### config.mk
export PLATFORM = sky130hd
export DESIGN_NAME = shift_rotate_sequencer_flat
export DESIGN_NICKNAME = d
export VERILOG_FILES = /design/src/rtl/shift_rotate_sequencer_if.sv /design/src/rtl/shift_rotate_sequencer.sv /design/src/flat_wrapper.sv
export SDC_FILE = /design/constraint.sdc
export NUM_CORES = 1
export LEC_CHECK = 0
export ABC_AREA = 1
export CAP_MARGIN = 5
export CORE_MARGIN = 2
export CORE_UTILIZATION = 45
export CTS_BUF_LIST = sky130_fd_sc_hd__clkbuf_8 sky130_fd_sc_hd__clkbuf_16
export DETAILED_ROUTE_END_ITERATION = 7
export GPL_TIMING_DRIVEN = 0
export PLACE_DENSITY_LB_ADDON = 0.15
export SYNTH_ARGS = -nofsm -noshare
export SYNTH_HDL_FRONTEND = slang
export SYNTH_SLANG_ARGS = --single-unit
### constraint.sdc
create_clock -name clk -period 1.34 [get_ports clk]
set_input_delay 0.201 -clock clk [delete_from_list [all_inputs] [get_ports clk]]
set_output_delay 0.201 -clock clk [all_outputs]
set_load 0.01 [all_outputs]
### src/rtl/shift_rotate_sequencer_if.sv
`default_nettype none
// ============================================================================
// Module   : shift_rotate_sequencer_if
// Brief    : Request/response bundle for the shift/rotate sequencer.
//            The master issues a start with operands; the slave reports
//            busy, a one-cycle done pulse and the registered result.
// Revision : 1.0  initial release
// ============================================================================
interface shift_rotate_sequencer_if #(
    parameter int CNT_W = 3
);
    logic             start;
    logic [3:0]       A;
    logic [3:0]       B;
    logic [2:0]       op_sel;
    logic [CNT_W-1:0] count;
    logic [3:0]       result;
    logic             busy;
    logic             done;

    modport master (
        output start, A, B, op_sel, count,
        input  result, busy, done
    );

    modport slave (
        input  start, A, B, op_sel, count,
        output result, busy, done
    );
endinterface
`default_nettype wire

### src/rtl/shift_rotate_sequencer.sv
`default_nettype none
// ============================================================================
// Module   : shift_rotate_sequencer
// Brief    : Multi-cycle 4-bit shifter/rotator. An accepted start latches an
//            operand, an operation and a step count; one single-bit shift or
//            rotate is applied per clock, then result is updated and done
//            pulses for one cycle.
// Revision : 1.0  initial release
// ============================================================================
module shift_rotate_sequencer #(
    parameter int CNT_W = 3
) (
    input  wire logic                 clk,
    input  wire logic                 rst,
    shift_rotate_sequencer_if.slave   bus
);

    localparam logic [1:0] S_IDLE = 2'd0;
    localparam logic [1:0] S_RUN  = 2'd1;
    localparam logic [1:0] S_DONE = 2'd2;

    localparam logic [CNT_W-1:0] c_one  = CNT_W'(1);
    localparam logic [CNT_W-1:0] c_zero = '0;

    logic [1:0]       r_state;
    logic [3:0]       r_work;
    logic [CNT_W-1:0] r_remaining;
    logic [2:0]       r_op;
    logic [3:0]       r_result;

    logic [3:0]       w_operand;
    logic [3:0]       w_step;

    // One single-bit step: op[2] selects rotate over shift, op[0] selects left.
    function automatic logic [3:0] step_once(input logic [3:0] w, input logic [2:0] op);
        logic [3:0] r;
        case ({op[2], op[0]})
            2'b00:   r = {1'b0, w[3:1]};     // SHR
            2'b01:   r = {w[2:0], 1'b0};     // SHL
            2'b10:   r = {w[0], w[3:1]};     // ROR
            default: r = {w[2:0], w[3]};     // ROL
        endcase
        return r;
    endfunction

    // Operand choice follows op_sel[1]; the step uses the latched operation.
    always_comb begin
        w_operand = bus.op_sel[1] ? bus.B : bus.A;
        w_step    = step_once(r_work, r_op);
    end

    // Sequencer FSM: accept in IDLE, step in RUN, single-cycle DONE.
    always_ff @(posedge clk) begin
        if (rst) begin
            r_state     <= S_IDLE;
            r_work      <= 4'b0000;
            r_remaining <= c_zero;
            r_op        <= 3'b000;
            r_result    <= 4'b0000;
        end else begin
            case (r_state)
                S_IDLE: begin
                    if (bus.start) begin
                        r_work      <= w_operand;
                        r_remaining <= bus.count;
                        r_op        <= bus.op_sel;
                        if (bus.count == c_zero) begin
                            // Zero steps: the operand itself is the answer.
                            r_result <= w_operand;
                            r_state  <= S_DONE;
                        end else begin
                            r_state  <= S_RUN;
                        end
                    end
                end
                S_RUN: begin
                    r_work      <= w_step;
                    r_remaining <= r_remaining - c_one;
                    if (r_remaining == c_one) begin
                        r_result <= w_step;
                        r_state  <= S_DONE;
                    end
                end
                S_DONE: begin
                    r_state <= S_IDLE;
                end
                default: begin
                    r_state <= S_IDLE;
                end
            endcase
        end
    end

    // Status outputs decode directly from the registered state.
    always_comb begin
        bus.busy   = (r_state != S_IDLE);
        bus.done   = (r_state == S_DONE);
        bus.result = r_result;
    end

endmodule
`default_nettype wire

### src/flat_wrapper.sv
// flat-port wrapper written by rule: the top's interface ports become plain ports
module shift_rotate_sequencer_flat 
#(
    parameter int CNT_W = 3
)
  (clk, rst, bus_start, bus_A, bus_B, bus_op_sel, bus_count, bus_result, bus_busy, bus_done);
  shift_rotate_sequencer_if #(.CNT_W(CNT_W)) bus_i ();
  input  wire logic clk;
  input  wire logic rst;
  input wire logic [$bits(bus_i.start)-1:0] bus_start;
  input wire logic [$bits(bus_i.A)-1:0] bus_A;
  input wire logic [$bits(bus_i.B)-1:0] bus_B;
  input wire logic [$bits(bus_i.op_sel)-1:0] bus_op_sel;
  input wire logic [$bits(bus_i.count)-1:0] bus_count;
  output wire logic [$bits(bus_i.result)-1:0] bus_result;
  output wire logic [$bits(bus_i.busy)-1:0] bus_busy;
  output wire logic [$bits(bus_i.done)-1:0] bus_done;
  assign bus_i.start = bus_start;
  assign bus_i.A = bus_A;
  assign bus_i.B = bus_B;
  assign bus_i.op_sel = bus_op_sel;
  assign bus_i.count = bus_count;
  assign bus_result = bus_i.result;
  assign bus_busy = bus_i.busy;
  assign bus_done = bus_i.done;
  shift_rotate_sequencer #(.CNT_W(CNT_W)) u_core (.clk(clk), .rst(rst), .bus(bus_i));
endmodule
==> results.yml <==
setup_path:
  timing.reg2reg.setup_slack_ps: 210
  critical-path-slowest-cell: "sky130_fd_sc_hd__dfxtp_4"
  slowest_delay_ps: 360
  crit_path_end_kind: "output pin"
  cp_num_cells: 3
  worst_reg_to_reg_path_cell_count: 8
  worstSetupEndpoint: "bus_busy"
  reg2reg_to: "u_core.bus.result[1]$_SDFFE_PP0P_"
  timing.critical_path.from: "u_core.r_state[1]$_SDFFE_PP0P_"
  cp_cell_sequence: "nor2_2 -> inv_1 -> dlygate4sd2_1"
  worst-endpoint-required_ps: 1140
  worst_r2r_src: "u_core.r_remaining[1]$_SDFFE_PP0P_"
  critical_path_class: "reg2out"
  critPathBufInv: 2
  worstPathArrival_ps: 1070
  start_kind: "register"
  cpLargestDelayFamily: "flip-flops"
  critical_path_peak_fanout: 3
clock_network:
  clock_sinks: 15
  clk_transition_reported_paths_ps: 60
  cts_tree: "built"
  insertion_delay_ps: 250
  cts-root-buf: "sky130_fd_sc_hd__clkbuf_8"
  cts_setup_buffers: 0
  cts_inserted_buffers: 3
  cts-htree-levels: 1
  clock_tree.buffer_depth: 2
timing:
  report.final.slew_viol_count: 0
  final_hold_viol_count: 0
  max_slew.worst_pin.slew_ps: 514
  grt_setup_unrepaired: "false"
  period_minus_slack_ps: 1270
  fin_tns_setup_ps: 0
  skew_ps: 3.13
  layout_worst_path_cycle_share: 0.949
  setup_viol_count_final: 0
  upper_clock_frequency_limit_ghz: 0.787
  max_slew_margin: 0.655
yosys:
  yosysWarnings: 0
  synth_largest_type_area_fraction: 0.363
  postSynthRegisterBits: 15
  synth.distinct_cells: 17
  postSynthAreaPerCell_um2: 6.36
  yosys.area.top_type: "sky130_fd_sc_hd__dfxtp_1"
  synth.net_count: 149
  synth_area_leaders: "sky130_fd_sc_hd__dfxtp_1 (36%), sky130_fd_sc_hd__nand2_1 (18%), sky130_fd_sc_hd__nor2_1 (9.5%)"
  synthesis.instances: 130
  synth.yosys.seq_area_share: 0.363
  netlist_area_um2: 827
detailed_routing:
  detailed_route_vias_per_instance: 4.71
  ant_nets: 0
  first_pass_iteration_count_of_the_detailed_router: 4
  routed_wl_per_cell_um: 10.4
  routed-via-count: 852
  detail_route.wirelength_mm: 1.89
  remaining_drc_errors: 0
  drt_first_iter_violations: 34
final_layout:
  highest_count_cells_in_the_layout_ignoring_fill_and_taps: "sky130_fd_sc_hd__nand2_1 (39), sky130_fd_sc_hd__nor2_1 (20), sky130_fd_sc_hd__inv_1 (19), sky130_fd_sc_hd__clkdlybuf4s50_1 (16), sky130_fd_sc_hd__dfxtp_1 (13)"
  fin_nets: 176
  finish.cell_count_without_fillers: 181
  post_route_cells_drive_above_1_share: 0.103
  insertedDiodeCount: 0
  area_growth_syn_to_layout_pct: 37.8
  final_common_cell: "sky130_fd_sc_hd__nand2_1"
  final_design_area_no_fill_um2: 1140
floorplan:
  io_pins: 23
  fp.dieW_um: 46.9
  floorplan.rows: 15
  design.core.area_um2: 1730
  floorplan.die.height_um: 46.9
  die_area_um2: 2200
  start_util: 0.479
placed_design:
  placed_cell_area_um2: 1080
  routabilityCongestion: 0.777
  numPortBuffers: 22
  placedCellCount: 177
  place_hpwl_mm: 1.48
power_and_ir_drop:
  ir_drop_v: 0.000822
  power.density_nw_per_um2: 1150
  p_leak_nw: 0.604
job:
  timing.max_cap.violations: 0
global_routing:
  grt_overflow_total: 0
  grt_max_degree: 11
  first_global_vias: 740
  gr-usage-all-layers: 0.203
  initial_antenna_violation_count: 0
  grt_pass1_wl_mm: 3.06
outcome:
  outcome: "finished clean"
min_path:
  hp-class: "reg2reg"
## metrics by stage
stage	total power, mW	utilization	hold slack, ps	setup slack [ps]
after global placement	0.954	0.625	475	-152
after CTS	1.33	0.655	498	13.6
after detailed placement	0.966	0.625	488	-156
after floorplan	0.803	-	270	295
after global routing	1.41	0.660	526	26.5
final	1.31	0.660	495	68.9
## cell usage after synthesis, drive strengths merged
library cell  count
dfxtp            15
nand3             6
a21oi             3
clkbuf            1
nor2             22
nand2            41
o21a              3
ha                2
inv              22
o21ai            11
o211ai            4
## where the power goes
| part | total [mW] | internal, mW | switching [mW] |
|---|---|---|---|
| Clock | 0.359 | 0.206 | 0.153 |
| Sequential | 0.554 | 0.508 | 0.0464 |
| Combinational | 0.395 | 0.175 | 0.220 |
## routing by layer
layer / part of all wire / vias to the layer above / GRT usage
li1: - / 459 / -
met1: 0.47 / 366 / 0.255
met2: 0.45 / 21 / 0.315
met3: 0.047 / 6 / 0.0577
met4: 0.031 / 0 / 0.106
met5: 0 / - / 0
## cell type report
cell class,instances,area [um2]
buffer,1,5.00
fill,164,587
clock buffer,3,41.3
tap,25,31.3
multi-input combinational,92,443
timing repair buffer,22,224
sequential,15,308
inverter,22,82.6
clock inverter,1,5.00
## worst min-delay path, delay by kind of cell (launching register included)
family,cells,cell delay (ps)
DFF,1,330
AOI/OAI and AO/OA,1,60
and+or+nand+nor,1,70
## logic make-up (layout without fill, tap and decap cells)
group | count (synthesis) | after routing | synth area share
adders and majority gates | 2 | 2 | 0.0303
AOI/OAI and AO/OA | 21 | 21 | 0.150
and+or+nand+nor | 69 | 69 | 0.352
buffers and inverters | 23 | 49 | 0.104
DFF | 15 | 15 | 0.363
## flip-flops by register name, summed over array words and instances, names as in the netlist
| name | flops |
|---|---|
| u_core.r_work | 4 |
| u_core.r_op | 2 |
| u_core.bus.result | 4 |
| u_core.r_remaining | 3 |
| u_core.r_state | 2 |
## timing repair
item	4_1_cts	5_1_grt
gates resized for setup	8	5
setup endpoints to repair	3	5
hold buffers	0	0
## how the worst min path moves through the flow
| stage | end | startpoint | depth (start not counted) |
|---|---|---|---|
| final | u_core.r_remaining[0]$_SDFFE_PP0P_ | u_core.r_remaining[0]$_SDFFE_PP0P_ | 2 |
| after CTS | u_core.r_remaining[0]$_SDFFE_PP0P_ | u_core.r_remaining[0]$_SDFFE_PP0P_ | 2 |
| after global placement | u_core.r_remaining[0]$_SDFFE_PP0P_ | u_core.r_remaining[0]$_SDFFE_PP0P_ | 2 |
| after floorplan | u_core.r_remaining[0]$_SDFFE_PP0P_ | rst | 1 |
| after global routing | u_core.r_remaining[0]$_SDFFE_PP0P_ | u_core.r_remaining[0]$_SDFFE_PP0P_ | 2 |
| after detailed placement | u_core.r_remaining[0]$_SDFFE_PP0P_ | u_core.r_remaining[0]$_SDFFE_PP0P_ | 2 |
No activity file was read; power rests on OpenSTA's default activity.
